### src/rtl/rif_timer_pkg.sv
// Shared constants, register selector and byte-merge helper for the
// register-interface timer.
package rif_timer_pkg;

    localparam int REG_W = 32;

    localparam int OFF_CTRL    = 'h000;
    localparam int OFF_LOAD    = 'h004;
    localparam int OFF_VALUE   = 'h008;
    localparam int OFF_STATUS  = 'h00C;
    localparam int OFF_SCRATCH = 'h010;
    localparam int OFF_ID      = 'h014;

    localparam int CTRL_EN     = 0;
    localparam int CTRL_AUTO   = 1;
    localparam int CTRL_IRQ_EN = 2;
    localparam int CTRL_ERR_IE = 3;
    localparam int CTRL_PS_LSB = 8;
    localparam int PRESCALE_W  = 8;

    localparam int ST_EXP = 0;
    localparam int ST_ERR = 1;
    localparam int ST_W   = 2;

    localparam logic [REG_W-1:0] CTRL_MASK = 32'h0000_FF0F;

    localparam logic [REG_W-1:0] CTRL_RST    = '0;
    localparam logic [REG_W-1:0] LOAD_RST    = '0;
    localparam logic [REG_W-1:0] VALUE_RST   = '0;
    localparam logic [REG_W-1:0] SCRATCH_RST = '0;
    localparam logic [ST_W-1:0]  STATUS_RST  = '0;

    typedef enum logic [2:0] {
        SEL_NONE,
        SEL_CTRL,
        SEL_LOAD,
        SEL_VALUE,
        SEL_STATUS,
        SEL_SCRATCH,
        SEL_ID
    } reg_sel_e;

    function automatic logic [REG_W-1:0] byte_merge(
        input logic [REG_W-1:0]   cur,
        input logic [REG_W-1:0]   wdat,
        input logic [REG_W/8-1:0] strb
    );
        logic [REG_W-1:0] res;
        res = cur;
        for (int i = 0; i < REG_W/8; i++) begin
            if (strb[i]) res[i*8 +: 8] = wdat[i*8 +: 8];
        end
        return res;
    endfunction

endpackage

### src/rtl/rif_timer_core.sv
// Prescaler and down-counter; a load strobe overrides any tick in the
// same cycle.
module rif_timer_core
    import rif_timer_pkg::*;
(
    input  logic                  clk,
    input  logic                  rst,
    input  logic                  en,
    input  logic                  auto_reload,
    input  logic [PRESCALE_W-1:0] prescale,
    input  logic                  psc_clr,
    input  logic                  load,
    input  logic [REG_W-1:0]      load_value,
    input  logic [REG_W-1:0]      reload_value,
    output logic [REG_W-1:0]      value,
    output logic                  expire,
    output logic                  en_clear
);

    logic [PRESCALE_W-1:0] psc;
    logic                  psc_hit;
    logic                  tick;

    assign psc_hit  = (psc == prescale);
    assign tick     = en && psc_hit && !load;
    assign expire   = tick && (value <= 32'd1);
    assign en_clear = expire && !auto_reload;

    always_ff @(posedge clk or posedge rst) begin
        if (rst) begin
            psc <= '0;
        end else if (load || psc_clr) begin
            psc <= '0;
        end else if (en) begin
            psc <= psc_hit ? '0 : psc + 1'b1;
        end
    end

    always_ff @(posedge clk or posedge rst) begin
        if (rst) begin
            value <= VALUE_RST;
        end else if (load) begin
            value <= load_value;
        end else if (expire) begin
            value <= auto_reload ? reload_value : '0;
        end else if (tick) begin
            value <= value - 1'b1;
        end
    end

endmodule

### src/rtl/rif_timer_regs.sv
// Timer register bank on the rif_* bus: decode, byte-wise writes,
// W1C status and the level interrupt.
module rif_timer_regs
    import rif_timer_pkg::*;
#(
    parameter int          ADDR_WIDTH = 12,
    parameter int          DATA_WIDTH = 32,
    parameter int          BYTE_COUNT = DATA_WIDTH/8,
    parameter logic [31:0] ID_VALUE   = 32'h5449_0001
) (
    input  logic                  HCLK,
    input  logic                  HRESET,
    input  logic [ADDR_WIDTH-1:0] rif_addr,
    output logic                  rif_addr_valid,
    input  logic                  rif_wr_req,
    input  logic                  rif_rd_req,
    input  logic [BYTE_COUNT-1:0] rif_wstrb,
    input  logic [DATA_WIDTH-1:0] rif_wdata,
    output logic [DATA_WIDTH-1:0] rif_rdata,
    output logic                  irq
);

    if (DATA_WIDTH != 32) begin : g_bad_width
        $fatal(1, "rif_timer_regs: only DATA_WIDTH=32 is supported");
    end

    reg_sel_e         sel;
    logic [REG_W-1:0] ctrl;
    logic [REG_W-1:0] load;
    logic [REG_W-1:0] scratch;
    logic [ST_W-1:0]  status;
    logic [REG_W-1:0] value;
    logic [REG_W-1:0] ctrl_wval;
    logic [REG_W-1:0] load_wval;
    logic [ST_W-1:0]  w1c;
    logic [ST_W-1:0]  hw_set;
    logic             wr;
    logic             ctrl_we;
    logic             load_we;
    logic             en_set;
    logic             expire;
    logic             en_clear;

    always_comb begin
        sel = SEL_NONE;
        case (rif_addr)
            ADDR_WIDTH'(OFF_CTRL):    sel = SEL_CTRL;
            ADDR_WIDTH'(OFF_LOAD):    sel = SEL_LOAD;
            ADDR_WIDTH'(OFF_VALUE):   sel = SEL_VALUE;
            ADDR_WIDTH'(OFF_STATUS):  sel = SEL_STATUS;
            ADDR_WIDTH'(OFF_SCRATCH): sel = SEL_SCRATCH;
            ADDR_WIDTH'(OFF_ID):      sel = SEL_ID;
            default:                  sel = SEL_NONE;
        endcase
    end

    // Offsets are word-aligned, so an exact match implies alignment.
    assign rif_addr_valid = (sel != SEL_NONE);

    assign wr        = rif_wr_req && rif_addr_valid;
    assign ctrl_wval = byte_merge(ctrl, rif_wdata, rif_wstrb) & CTRL_MASK;
    assign load_wval = byte_merge(load, rif_wdata, rif_wstrb);
    assign ctrl_we   = wr && (sel == SEL_CTRL);
    assign load_we   = wr && (sel == SEL_LOAD) && (|rif_wstrb);
    assign en_set    = ctrl_we && !ctrl[CTRL_EN] && ctrl_wval[CTRL_EN];

    assign w1c = (wr && (sel == SEL_STATUS) && rif_wstrb[0])
               ? rif_wdata[ST_W-1:0] : '0;

    assign hw_set[ST_EXP] = expire;
    assign hw_set[ST_ERR] = (rif_wr_req || rif_rd_req) && !rif_addr_valid;

    always_ff @(posedge HCLK or posedge HRESET) begin
        if (HRESET) begin
            ctrl <= CTRL_RST;
        end else begin
            if (ctrl_we)  ctrl <= ctrl_wval;
            if (en_clear) ctrl[CTRL_EN] <= 1'b0;
        end
    end

    always_ff @(posedge HCLK or posedge HRESET) begin
        if (HRESET) begin
            load    <= LOAD_RST;
            scratch <= SCRATCH_RST;
            status  <= STATUS_RST;
        end else begin
            if (load_we) load <= load_wval;
            if (wr && (sel == SEL_SCRATCH)) begin
                scratch <= byte_merge(scratch, rif_wdata, rif_wstrb);
            end
            status <= (status & ~w1c) | hw_set;
        end
    end

    rif_timer_core u_core (
        .clk          (HCLK),
        .rst          (HRESET),
        .en           (ctrl[CTRL_EN]),
        .auto_reload  (ctrl[CTRL_AUTO]),
        .prescale     (ctrl[CTRL_PS_LSB +: PRESCALE_W]),
        .psc_clr      (en_set),
        .load         (load_we),
        .load_value   (load_wval),
        .reload_value (load),
        .value        (value),
        .expire       (expire),
        .en_clear     (en_clear)
    );

    always_comb begin
        rif_rdata = '0;
        if (rif_rd_req) begin
            case (sel)
                SEL_CTRL:    rif_rdata = ctrl;
                SEL_LOAD:    rif_rdata = load;
                SEL_VALUE:   rif_rdata = value;
                SEL_STATUS:  rif_rdata = {{(REG_W-ST_W){1'b0}}, status};
                SEL_SCRATCH: rif_rdata = scratch;
                SEL_ID:      rif_rdata = ID_VALUE;
                default:     rif_rdata = '0;
            endcase
        end
    end

    assign irq = (status[ST_EXP] && ctrl[CTRL_IRQ_EN])
              || (status[ST_ERR] && ctrl[CTRL_ERR_IE]);

endmodule

### config.mk
export PLATFORM = sky130hd
export DESIGN_NAME = rif_timer_regs
export DESIGN_NICKNAME = d
export VERILOG_FILES = /design/src/rtl/rif_timer_pkg.sv /design/src/rtl/rif_timer_core.sv /design/src/rtl/rif_timer_regs.sv
export SDC_FILE = /design/constraint.sdc
export NUM_CORES = 1
export LEC_CHECK = 0
export ABC_AREA = 1
export CORE_UTILIZATION = 35
export CTS_CLUSTER_SIZE = 25
export DETAILED_ROUTE_END_ITERATION = 10
export GPL_TIMING_DRIVEN = 0
export HOLD_SLACK_MARGIN = 0.08
export PLACE_DENSITY_LB_ADDON = 0.12
export REMOVE_ABC_BUFFERS = 1
export SETUP_SLACK_MARGIN = 0.1
export SYNTH_ARGS = -nofsm -noshare
export SYNTH_HDL_FRONTEND = slang
export SYNTH_SLANG_ARGS = --single-unit
### constraint.sdc
create_clock -name HCLK -period 7.04 [get_ports HCLK]
set_clock_uncertainty 0.15 [all_clocks]
set_input_delay 1.76 -clock HCLK [delete_from_list [all_inputs] [get_ports HCLK]]
set_output_delay 1.76 -clock HCLK [all_outputs]
set_load 0.01 [all_outputs]
==> run_results.csv <==
group,metric,value,unit
run,maxCapViolCount,0,
sta,fmax,0.148,GHz
grt,grt_pass1_vias,7630,
sta,slew_headroom,22.1,%
routing,route.detailed.drc,0,
routing,num_vias,7804,
clock_network,cts_setup_buffers,0,
synthesis,syn-cell-area,0.00802,mm²
run_status,status,"complete, no violations",
grt,grt-ovfl-total,0,
clock_network,insertion_delay,0.43,ns
placement,dp_hpwl,17.2,mm
layout,diodes,0,
grt,track_usage,23.5,%
sta,whs,0.317,ns
sta,rsz0062_at_grt,"false",
placement,place_area,0.00900,mm²
critical_path,cp_max_fo,29,
synthesis,ys_warn_count,0,
clock_network,tritoncts,"built",
sta,finalWorstSetupSlack,0.265,ns
die,core,0.0226,mm²
placement,place_congestion,0.807,
sta,period_needed,6.77,ns
synthesis,avgSynthCellArea,6.62,µm²
clock_network,hold_buffers,0,
layout,syn2layout_area_growth,19.1,%
power,cellLeakagePower,5.11,nW
die,die_y,153,µm
die,die_area,0.0235,mm²
power,p_total,1.60,mW
worst_hold_path,hp-class,"reg -> reg",
synthesis,synth-seq-area-share,36.8,%
sta,worstMarginPinSlew,1.17,ns
layout,final_area,0.00956,mm²
die,dieWidth,153,µm
synthesis,synth-edff-count,0,
layout,register_area,0.00295,mm²
synthesis,synthFlopType,"dfrtp_1",
grt,grt_max_degree,66,
routing,wl_per_cell,17.0,µm
sta,finalMaxSlewViolations,0,
sta,fin_setup_tns,0,ns
critical_path,crit_required,5.13,ns
critical_path,end_kind,"primary output",
critical_path,criticalPathCategory,"in -> out",
synthesis,ys_seq_elements,118,
synthesis,synth.distinct_cells,39,
clock_network,cts_resized,3,
layout,final_nets,1324,
routing,totalWireLength,26.6,mm
sta,setup_violations,0,
clock_network,cts_made_buffers,17,
clock_network,cts.clk_slew.worst_paths,0.05,ns
critical_path,crit_arrival,4.86,ns
placement,portBuffers,85,
clock_network,ctsHtreeMaxLevel,4,
critical_path,crit_path_start_kind,"input port",
clock_network,clk_path_buf_depth,2,
die,pin_count,86,
sta,hold_viol,0,
sta,post-route-period-util,96.2,%
clock_network,cts_num_sinks,118,
power,vdd_drop_max,0.0000935,V
grt,antenna_found_initial,0,
routing,first_iter_violations,523,
layout,drive_gt1_share,6.41,%
die,initial_core_util,35.5,%
clock_network,root_buffer,"clkbuf_16",
routing,dr.pass1.iters,5,
grt,grt_pass1_wl,42.3,mm
layout,fill_cells,2412,
die,row_count,55,
placement,dp_slack,-0.225,ns
routing,antenna_left,0,
routing,via_per_inst,4.99,
power,power_density,167,mW/mm²
synthesis,async_flop_share,100,%
synthesis,synthCells,1212,
layout,multiInputGateArea,0.00424,mm²
## power breakdown
group	switching, mW	leakage (nW)	total (mW)	internal (mW)
clock network	0.330	0.265	0.843	0.513
logic	0.0436	3.44	0.0757	0.0321
registers	0.0000186	1.40	0.679	0.679
total	0.374	5.11	1.60	1.22
## layout make-up
type                       instances  share of cell area (%)
multi-input combinational        893                    44.4
sequential                       118                    30.9
timing repair buffer              86                    9.19
inverter                         153                    6.09
clock buffer                      20                    4.57
tap                              285                    3.73
clock inverter                    10                    1.14
## cells in the mapped netlist, types with 2 or more instances
library cell	number	area, µm²
a21oi_1	7	35.0
a31oi_1	2	12.5
buf_2	17	85.1
buf_4	8	60.1
buf_6	6	67.6
clkbuf_1	17	63.8
dfrtp_1	118	2950
ha_1	3	37.5
inv_1	148	556
inv_2	5	18.8
nand2_1	475	1780
nand2_2	11	68.8
nand2_4	2	22.5
nand3_1	62	310
nand3b_1	5	37.5
nand4_1	17	106
nor2_1	95	357
nor2_2	9	56.3
nor2_4	6	67.6
nor3_1	3	15.0
o211ai_1	12	90.1
o211ai_2	2	25.0
o21ai_0	100	500
o21ai_1	16	80.1
o221ai_2	8	120
o22ai_1	9	56.3
o31ai_1	7	52.6
xnor2_1	6	52.6
xor2_1	26	228
## registers in the layout, indices dropped and copies added, names as in the netlist
register and cells:
ctrl 12, scratch 32, status 2, u_core.value 32, u_core.psc 8, load 32
## per-stage QoR
step,std cells,util (%)
2_1_floorplan,1164,-
4_1_cts,1565,42.3
5_1_grt,1565,42.3
3_5_place_dp,1535,39.9
6_report,1565,42.3
3_3_place_gp,1534,39.7
## cells in the final DEF, fill, tap and decap left out, types with 8 or more instances in the layout
| cell type | netlist | layout |
|---|---|---|
| nand2_1 | 475 | 474 |
| inv_1 | 148 | 147 |
| dfrtp_1 | 118 | 117 |
| o21ai_0 | 100 | 100 |
| nor2_1 | 95 | 94 |
| clkdlybuf4s50_1 | 0 | 85 |
| nand3_1 | 62 | 62 |
| xor2_1 | 26 | 26 |
| nand4_1 | 17 | 17 |
| clkbuf_16 | 0 | 17 |
| o21ai_1 | 16 | 16 |
| o211ai_1 | 12 | 12 |
| nand2_2 | 11 | 10 |
| o22ai_1 | 9 | 9 |
| nor2_2 | 9 | 9 |
| o221ai_2 | 8 | 8 |
## worst paths after layout
path | start | to | slack [ns] | depth (start not counted)
setup / recovery | rif_addr[3] | rif_rdata[23] | 0.27 | 12
hold reg to reg | scratch[8]$_DFFE_PP0P_ | scratch[8]$_DFFE_PP0P_ | 0.32 | 2
max in group asynchronous | HRESET | scratch[26]$_DFFE_PP0P_ | 4.39 | 3
min in group asynchronous | HRESET | scratch[3]$_DFFE_PP0P_ | 1.60 | 2
setup reg to reg | u_core.value[0]$_DFFE_PP0P_ | u_core.value[17]$_DFFE_PP0P_ | 3.80 | 13
hold / removal | scratch[8]$_DFFE_PP0P_ | scratch[8]$_DFFE_PP0P_ | 0.32 | 2
## worst max-delay path, cell delays in order
cell and delay [ns]:
clkdlybuf4s50_1 0.48, inv_1 0.07, nor3_1 0.29, nand2_4 0.36, nand2_2 0.22, nand2_2 0.06
nor2_2 0.18, nand2_4 0.33, inv_1 0.22, nand2_1 0.07, a31oi_1 0.21, clkdlybuf4s50_1 0.59
## per-layer routing
metal	GRT usage, %	vias to the layer above	share of wire (%)
li1	-	3932	-
met1	31.0	3658	46
met2	40.0	184	48
met3	3.35	30	4.6
met4	6.86	0	1.6
met5	0	-	0
## kinds of logic (layout without fill, tap and decap cells)
family	count (synthesis)	after routing	share of synthesized area, %
flops	118	118	36.8
xor+xnor	32	32	3.49
compound gates	167	167	12.6
fa+ha+maj	3	3	0.468
simple gates	690	690	35.9
mux	1	1	0.140
buf+inv	201	269	10.6
Note: power is estimated with default switching activity, not from simulation.
